## src/rtl/sim_ctrl_if.sv

```systemverilog
`default_nettype none
// ============================================================================
// Module      : sim_ctrl_if
// Description : Register-bus bundle between a test program (master) and the
//               sim_ctrl status block (slave). One word transfer per cycle:
//               writes are qualified by we_i, reads are combinational on
//               addr_i.
//   we_i   (master->slave) : write strobe
//   addr_i (master->slave) : byte address, ADDR_W bits, bits [1:0] unused
//   data_i (master->slave) : 32-bit write data
//   data_o (slave->master) : 32-bit read data
// Revision    : 1.0 - initial release
// ============================================================================
interface sim_ctrl_if #(
  parameter int ADDR_W = 8
) ();

  logic              we_i;
  logic [ADDR_W-1:0] addr_i;
  logic [31:0]       data_i;
  logic [31:0]       data_o;

  modport master (
    output we_i,
    output addr_i,
    output data_i,
    input  data_o
  );

  modport slave (
    input  we_i,
    input  addr_i,
    input  data_i,
    output data_o
  );

endinterface : sim_ctrl_if
`default_nettype wire

```

## src/rtl/sim_ctrl.sv

```systemverilog
`default_nettype none
// ============================================================================
// Module      : sim_ctrl
// Description : Simulation control / status register block. A test program
//               running on the bus starts a test, counts its cycles, and
//               reports PASS or FAIL; an optional watchdog ends a run that
//               takes too long (TMO). Signature registers hold
//               program-computed checksums for the harness to inspect.
//
//   Register map (word aligned, addr_i[1:0] ignored):
//     0x00       CTRL    W    bit0 START, bit1 PASS, bit2 FAIL
//     0x04       STATUS  R    [2:0] state code (IDLE..TMO = 0..4)
//     0x08       TESTNUM R/W  free-form test identifier
//     0x0C       TIMEOUT R/W  watchdog limit in cycles, 0 disables
//     0x10       CYCLES  R    cycles spent in RUN, saturating
//     0x20+4k    SIG[k]  R/W  k < NUM_SIG
//
//   Ports:
//     clk         : clock, all state on rising edge
//     rst         : asynchronous reset, active low
//     bus         : sim_ctrl_if.slave register bus
//     done_o      : test finished (PASS, FAIL or TMO)
//     pass_o      : test finished in PASS
//     tmo_o       : test finished by watchdog
//     test_num_o  : current TESTNUM value
//
//   Build option:
//     SIM_CTRL_WDOG_EN : when defined, the watchdog (TIMEOUT register and
//                        RUN->TMO transition) is built. When undefined,
//                        TIMEOUT reads 0, writes to it are dropped and TMO is
//                        unreachable.
//
//   NUM_SIG must be 1..8 and ADDR_W at least 6 (SIG window reaches 0x3F).
//   ADDR_W must match the ADDR_W of the connected sim_ctrl_if.
// Revision    : 1.0 - initial release
// ============================================================================
module sim_ctrl #(
  parameter int          NUM_SIG     = 4,
  parameter logic [31:0] TIMEOUT_RST = 32'd250,
  parameter int          ADDR_W      = 8
) (
  input  logic        clk,
  input  logic        rst,
  sim_ctrl_if.slave   bus,
  output logic        done_o,
  output logic        pass_o,
  output logic        tmo_o,
  output logic [31:0] test_num_o
);

  // --------------------------------------------------------------------------
  // Constants
  // --------------------------------------------------------------------------
  localparam logic [ADDR_W-1:0] c_ADDR_CTRL    = ADDR_W'(8'h00);
  localparam logic [ADDR_W-1:0] c_ADDR_STATUS  = ADDR_W'(8'h04);
  localparam logic [ADDR_W-1:0] c_ADDR_TESTNUM = ADDR_W'(8'h08);
  localparam logic [ADDR_W-1:0] c_ADDR_TIMEOUT = ADDR_W'(8'h0C);
  localparam logic [ADDR_W-1:0] c_ADDR_CYCLES  = ADDR_W'(8'h10);
  localparam logic [3:0]        c_NUM_SIG      = 4'(NUM_SIG);
  localparam logic [31:0]       c_CYCLES_MAX   = 32'hFFFF_FFFF;

  typedef enum logic [2:0] {
    ST_IDLE = 3'd0,
    ST_RUN  = 3'd1,
    ST_PASS = 3'd2,
    ST_FAIL = 3'd3,
    ST_TMO  = 3'd4
  } state_t;

  // --------------------------------------------------------------------------
  // State
  // --------------------------------------------------------------------------
  state_t      r_state;
  state_t      w_state_nxt;
  logic [31:0] r_cycles;
  logic [31:0] r_testnum;
  logic [31:0] r_sig [NUM_SIG];
  logic        r_done;
  logic        r_pass;
  logic        r_tmo;

  // --------------------------------------------------------------------------
  // Address decode
  // --------------------------------------------------------------------------
  logic [ADDR_W-1:0] w_addr;
  logic              w_sig_hit;
  logic [2:0]        w_sig_idx;
  logic              w_sig_ok;
  logic              w_wr_ctrl;
  logic              w_wr_testnum;
  logic              w_wr_sig;
  logic              w_start;
  logic              w_tmo_hit;
  logic [31:0]       w_timeout_rd;
  logic [31:0]       w_sig_rd;
  logic [31:0]       w_rdata;
  logic              w_unused_addr;

  // Byte offset bits are don't-care; forcing them to zero lets every compare
  // below use plain byte addresses.
  assign w_addr        = {bus.addr_i[ADDR_W-1:2], 2'b00};
  assign w_unused_addr = ^bus.addr_i[1:0];

  // SIG window is 0x20..0x3F; entries at or above NUM_SIG behave as unmapped.
  assign w_sig_hit = (w_addr[ADDR_W-1:5] == (ADDR_W-5)'(1));
  assign w_sig_idx = w_addr[4:2];
  assign w_sig_ok  = w_sig_hit && ({1'b0, w_sig_idx} < c_NUM_SIG);

  assign w_wr_ctrl    = bus.we_i && (w_addr == c_ADDR_CTRL);
  assign w_wr_testnum = bus.we_i && (w_addr == c_ADDR_TESTNUM);
  assign w_wr_sig     = bus.we_i && w_sig_ok;

  // START is only meaningful when no run is active; a START bit written
  // during RUN is ignored so it cannot reset the cycle count mid-test.
  assign w_start = w_wr_ctrl && bus.data_i[0] && (r_state != ST_RUN);

  // --------------------------------------------------------------------------
  // Watchdog
  // --------------------------------------------------------------------------
`ifdef SIM_CTRL_WDOG_EN
  logic [31:0] r_timeout;
  logic        w_wr_timeout;

  assign w_wr_timeout = bus.we_i && (w_addr == c_ADDR_TIMEOUT);

  always_ff @(posedge clk or negedge rst) begin
    if (!rst) begin
      r_timeout <= TIMEOUT_RST;
    end else if (w_wr_timeout) begin
      r_timeout <= bus.data_i;
    end
  end

  // Fires on the edge whose CYCLES increment would land on TIMEOUT, so a
  // limit of N ends the run exactly N cycles after the START edge. At
  // saturation CYCLES+1 wraps to 0, which never matches a non-zero limit.
  assign w_tmo_hit    = (r_timeout != 32'd0) && ((r_cycles + 32'd1) == r_timeout);
  assign w_timeout_rd = r_timeout;
`else
  logic w_unused_tmo_rst;

  assign w_tmo_hit        = 1'b0;
  assign w_timeout_rd     = 32'd0;
  assign w_unused_tmo_rst = ^TIMEOUT_RST;
`endif

  // --------------------------------------------------------------------------
  // FSM: state register
  // --------------------------------------------------------------------------
  always_ff @(posedge clk or negedge rst) begin
    if (!rst) begin
      r_state <= ST_IDLE;
    end else begin
      r_state <= w_state_nxt;
    end
  end

  // --------------------------------------------------------------------------
  // FSM: next state
  // --------------------------------------------------------------------------
  // In RUN, FAIL beats PASS, and either explicit verdict beats the watchdog
  // on the same edge. Outside RUN only START is honoured.
  always_comb begin
    w_state_nxt = r_state;
    case (r_state)
      ST_RUN: begin
        if (w_wr_ctrl && bus.data_i[2]) begin
          w_state_nxt = ST_FAIL;
        end else if (w_wr_ctrl && bus.data_i[1]) begin
          w_state_nxt = ST_PASS;
        end else if (w_tmo_hit) begin
          w_state_nxt = ST_TMO;
        end
      end
      default: begin
        if (w_start) begin
          w_state_nxt = ST_RUN;
        end
      end
    endcase
  end

  // --------------------------------------------------------------------------
  // Status outputs: flopped from the next-state decode so they change on the
  // same edge as the state register and carry no combinational path.
  // --------------------------------------------------------------------------
  always_ff @(posedge clk or negedge rst) begin
    if (!rst) begin
      r_done <= 1'b0;
      r_pass <= 1'b0;
      r_tmo  <= 1'b0;
    end else begin
      r_done <= (w_state_nxt == ST_PASS) || (w_state_nxt == ST_FAIL) ||
                (w_state_nxt == ST_TMO);
      r_pass <= (w_state_nxt == ST_PASS);
      r_tmo  <= (w_state_nxt == ST_TMO);
    end
  end

  assign done_o     = r_done;
  assign pass_o     = r_pass;
  assign tmo_o      = r_tmo;
  assign test_num_o = r_testnum;

  // --------------------------------------------------------------------------
  // Cycle counter: cleared by START, counts every RUN cycle (including the
  // edge that leaves RUN), saturates, frozen elsewhere.
  // --------------------------------------------------------------------------
  always_ff @(posedge clk or negedge rst) begin
    if (!rst) begin
      r_cycles <= 32'd0;
    end else if (w_start) begin
      r_cycles <= 32'd0;
    end else if ((r_state == ST_RUN) && (r_cycles != c_CYCLES_MAX)) begin
      r_cycles <= r_cycles + 32'd1;
    end
  end

  // --------------------------------------------------------------------------
  // TESTNUM and signature registers
  // --------------------------------------------------------------------------
  always_ff @(posedge clk or negedge rst) begin
    if (!rst) begin
      r_testnum <= 32'd0;
    end else if (w_wr_testnum) begin
      r_testnum <= bus.data_i;
    end
  end

  always_ff @(posedge clk or negedge rst) begin
    if (!rst) begin
      for (int k = 0; k < NUM_SIG; k++) begin
        r_sig[k] <= 32'd0;
      end
    end else if (w_wr_sig) begin
      for (int k = 0; k < NUM_SIG; k++) begin
        if (w_sig_idx == 3'(k)) begin
          r_sig[k] <= bus.data_i;
        end
      end
    end
  end

  // --------------------------------------------------------------------------
  // Read path (combinational on addr_i)
  // --------------------------------------------------------------------------
  always_comb begin
    w_sig_rd = 32'd0;
    for (int k = 0; k < NUM_SIG; k++) begin
      if (w_sig_idx == 3'(k)) begin
        w_sig_rd = r_sig[k];
      end
    end
  end

  always_comb begin
    w_rdata = 32'd0;
    if (w_sig_ok) begin
      w_rdata = w_sig_rd;
    end else begin
      case (w_addr)
        c_ADDR_STATUS:  w_rdata = {29'd0, r_state};
        c_ADDR_TESTNUM: w_rdata = r_testnum;
        c_ADDR_TIMEOUT: w_rdata = w_timeout_rd;
        c_ADDR_CYCLES:  w_rdata = r_cycles;
        default:        w_rdata = 32'd0;
      endcase
    end
  end

  assign bus.data_o = w_rdata;

endmodule : sim_ctrl
`default_nettype wire

```

## src/flat_wrapper.sv

```systemverilog
// flat-port wrapper written by rule: the top's interface ports become plain ports
module sim_ctrl_flat 
#(
  parameter int          NUM_SIG     = 4,
  parameter logic [31:0] TIMEOUT_RST = 32'd250,
  parameter int          ADDR_W      = 8
)
  (clk, rst, done_o, pass_o, tmo_o, test_num_o, bus_we_i, bus_addr_i, bus_data_i, bus_data_o);
  sim_ctrl_if #(.ADDR_W(ADDR_W)) bus_i ();
  input  logic clk;
  input  logic rst;
  output logic done_o;
  output logic pass_o;
  output logic tmo_o;
  output logic [31:0] test_num_o;
  input wire logic [$bits(bus_i.we_i)-1:0] bus_we_i;
  input wire logic [$bits(bus_i.addr_i)-1:0] bus_addr_i;
  input wire logic [$bits(bus_i.data_i)-1:0] bus_data_i;
  output wire logic [$bits(bus_i.data_o)-1:0] bus_data_o;
  assign bus_i.we_i = bus_we_i;
  assign bus_i.addr_i = bus_addr_i;
  assign bus_i.data_i = bus_data_i;
  assign bus_data_o = bus_i.data_o;
  sim_ctrl #(.NUM_SIG(NUM_SIG), .TIMEOUT_RST(TIMEOUT_RST), .ADDR_W(ADDR_W)) u_core (.clk(clk), .rst(rst), .bus(bus_i), .done_o(done_o), .pass_o(pass_o), .tmo_o(tmo_o), .test_num_o(test_num_o));
endmodule
```

## config.mk

```make
export PLATFORM = sky130hd
export DESIGN_NAME = sim_ctrl_flat
export DESIGN_NICKNAME = d
export VERILOG_FILES = /design/src/rtl/sim_ctrl_if.sv /design/src/rtl/sim_ctrl.sv /design/src/flat_wrapper.sv
export SDC_FILE = /design/constraint.sdc
export NUM_CORES = 1
export LEC_CHECK = 0
export BUFFER_PORTS_ARGS = -buffer_cell sky130_fd_sc_hd__buf_2
export CAP_MARGIN = 20
export CORE_AREA = 4 4 152 154
export CTS_CLUSTER_SIZE = 16
export DETAILED_ROUTE_END_ITERATION = 8
export DIE_AREA = 0 0 156 158
export GPL_ROUTABILITY_DRIVEN = 0
export PLACE_DENSITY = 0.71
export SYNTH_ARGS = -nofsm -noshare
export SYNTH_HDL_FRONTEND = slang
export SYNTH_SLANG_ARGS = --single-unit
```

## constraint.sdc

```tcl
create_clock -name clk -period 3.9 [get_ports clk]
set_clock_uncertainty 0.05 [all_clocks]
set_input_delay 0.39 -clock clk [delete_from_list [all_inputs] [get_ports clk]]
set_output_delay 0.39 -clock clk [all_outputs]
set_load 0.01 [all_outputs]
```

==> flow_summary.json <==
{
  "yosys.area_share.simple": 0.1194,
  "pwr-share-seq": 0.503,
  "drc": 0,
  "grt_first_pass_wirelength_um": 39590,
  "synth_cells": 848,
  "critPathMaxFanout": 18,
  "worst_pin_slew_ps": 999.5,
  "first_global_vias": 7044,
  "htreeDepth": 4,
  "clock-root-buffer": "clkbuf_16",
  "tns_ps": 0,
  "hold_violations": 4,
  "synth_xor_area_frac": 0.001823,
  "met2_usage": 0.3213,
  "fmax_mhz": 324.3,
  "initial_core_util": 0.4431,
  "syn_area_um2": 9610,
  "combPwrFrac": 0.149,
  "min_period_over_period": 0.7907,
  "first_pass_iters": 6,
  "yosys.area.top_type": "dfrtp_1",
  "synth_top_area_share": 0.5156,
  "pre_cts_ws_ps": 910.9,
  "globalRouteTotalUtil": 0.2045,
  "ys_seq_area_frac": 0.5156,
  "yosys-top-cells-area": "dfrtp_1, mux2_2, nand2_1",
  "gr-total-overflow": 0,
  "regToRegStartpoint": "u_core.r_cycles[0]",
  "synth_ff_type": "dfrtp_1",
  "fin_crit_ps": 3084,
  "postLayoutSetupSlackWorst_ps": 816.1,
  "antenna_found_initial": 0,
  "synth_nets": 892,
  "hold_class": "input pin to asynchronous set/reset pin",
  "rsz0062_at_grt": "false",
  "via_per_inst": 5.901,
  "dp_hpwl_um": 16450,
  "endpoint_kind": "output port",
  "fp.dieH_um": 158,
  "port_buffers": 107,
  "p_leak_nw": 5.110,
  "p_sw_frac": 0.2936,
  "vias": 7235,
  "maxCapViolations": 0,
  "cts.repair.resized": 0,
  "slew_headroom": 0.3329,
  "setup_viol": 0,
  "cts_sinks": 198,
  "p_int_mw": 3.655,
  "synth-edff-count": 0,
  "powerDensity_nw_per_um2": 467.5,
  "critPathRequiredTime_ps": 3460,
  "wirelength_um": 24630,
  "cts_tree": "yes",
  "die-area_um2": 24650,
  "synth-seq-cells": 198,
  "synth_fa_ha_area_frac": 0.001302,
  "synth.area.mux_share": 0.2170,
  "n_fill_cell": 1928,
  "clockPowerShare": 0.347,
  "cts_buffers": 17,
  "synth.top_cells.by_count": "dfrtp_1, mux2_2, nand2_1, o21ai_0, clkbuf_1",
  "hold-worst-slack_ps": -4.004,
  "synth_area_per_cell_um2": 11.33,
  "core_area_um2": 21690,
  "p_sw_mw": 1.519,
  "failed_checks": "negative hold slack",
  "critPathLaunch": "bus_addr_i[4]",
  "cts_buffer_depth": 2,
  "ant_nets": 0,
  "clock_latency_ps": 440,
  "ys_async_sr_fraction": 1.000,
  "area_growth_pct": 15.17,
  "grt_max_degree": 103,
  "vdd_drop_max_uv": 345.9,
  "yosysWarningCount": 0,
  "synth_top_family_by_area": "multiplexers",
  "diodes": 0,
  "met1_usage": 0.2847,
  "drive_above_1_share": 0.3488,
  "num_rows": 54,
  "reg2reg_slack_ps": 1420,
  "start_kind": "input pin",
  "wl_per_cell_um": 20.09,
  "cts_setup_buffers": 0,
  "die_x_um": 156,
  "clk_pin_slew_ps": 70,
  "hold_buffers": 0,
  "synth_compound_area_frac": 0.1153,
  "post_synth_num_cell_types": 56,
  "rr_worst_depth": 6,
  "status": "finished with violations",
  "yosysMostFrequentCell": "dfrtp_1",
  "pin_count": 110,
  "reg2reg_to": "u_core.r_cycles[6]",
  "crit_type": "input pin to output port",
  "drv_slew": 0,
  "drt_iter0_drc": 588,
  "met3_usage": 0.05085,
  "grt_busiest_layer": "met2",
  "critical_path_arrival_ps": 2640,
  "nNetsFinal": 977
}
cell families (layout without fill, tap and decap cells):
logic type / count (synthesis) / after routing
AOI/OAI and AO/OA: 167 / 167
DFF: 198 / 198
and+or+nand+nor: 222 / 222
buffers and inverters: 69 / 167
xor gates and xnor gates: 2 / 2
adders and majority gates: 1 / 1
muxes: 189 / 189
worst max path at each step:
stage	endpoint	slack, ps	depth (start not counted)
after CTS	bus_data_o[24]	910	7
final	bus_data_o[31]	820	7
after global placement	bus_data_o[31]	930	7
after global routing	bus_data_o[31]	690	7
after floorplan	bus_data_o[2]	1750	6
after detailed placement	bus_data_o[24]	910	7
state kept, by name, summed over array words and instances (netlist names):
signal	count
u_core.pass_o	1
u_core.tmo_o	1
u_core.test_num_o	32
u_core.done_o	1
u_core.r_cycles	32
u_core.r_sig	128
u_core.r_state	3
power by group through the flow:
| stage | Sequential (mW) | Clock (mW) | Combinational [mW] |
|---|---|---|---|
| after floorplan | 2.55 | 0 | 0.532 |
| after global placement | 2.62 | 0 | 0.754 |
| after detailed placement | 2.64 | 0 | 0.777 |
| after CTS | 2.60 | 1.83 | 0.780 |
| after global routing | 2.64 | 1.93 | 0.863 |
| final | 2.60 | 1.80 | 0.772 |
per-layer routing:
metal,vias up,routed length [µm]
met5,-,0
met4,0,399
met3,28,1380
met2,199,11680
met1,3679,11170
li1,3329,-
through the flow:
stage / util / hold WS [ps] / instances / total power [mW] / area [µm²]
detailed placement: 0.4824 / 421.4 / 1194 / 3.414 / 10460
CTS: 0.5103 / 47.54 / 1226 / 5.210 / 11070
floorplan: - / 44.41 / 848 / 3.081 / 9610
global placement: 0.4824 / 414.3 / 1194 / 3.376 / 10460
finish: 0.5103 / -4.004 / 1226 / 5.175 / 11070
global route: 0.5103 / 68.78 / 1226 / 5.434 / 11070
critical path: stages:
cell and delay [ps]:
buf_2 140, nor4_2 520, and3b_1 780, buf_12 250, a221oi_1 110, a31oi_1 270, buf_2 180
layout make-up:
class / instances / area (µm²) / share of cell area
inverter: 8 / 30.03 / 0.002713
sequential: 198 / 4955 / 0.4477
clock inverter: 13 / 152.6 / 0.01379
multi-input combinational: 581 / 4395 / 0.3971
tap: 280 / 350.3 / 0.03165
clock buffer: 19 / 452.9 / 0.04092
timing repair buffer: 127 / 732.0 / 0.06613
cells in the final DEF (no fill, tap or decap), types with 4 or more instances in the layout:
cell	Yosys	final
a21oi_1	27	27
a221oi_1	32	32
a31oi_1	30	30
and2_1	6	6
and3_1	5	5
buf_2	11	106
buf_4	1	17
clkbuf_16	0	17
dfrtp_1	198	198
inv_1	8	8
inv_6	0	4
inv_8	0	5
mux2_2	154	154
mux2i_1	34	34
nand2_1	114	114
nand3_1	22	19
nand4_1	12	12
nor2_1	10	10
nor3_1	4	4
o211ai_1	4	4
o21ai_0	45	45
o21ai_1	6	6
o31ai_1	9	9
or3_1	17	17
or4_1	7	7
Power figures use the tool's default switching activity.
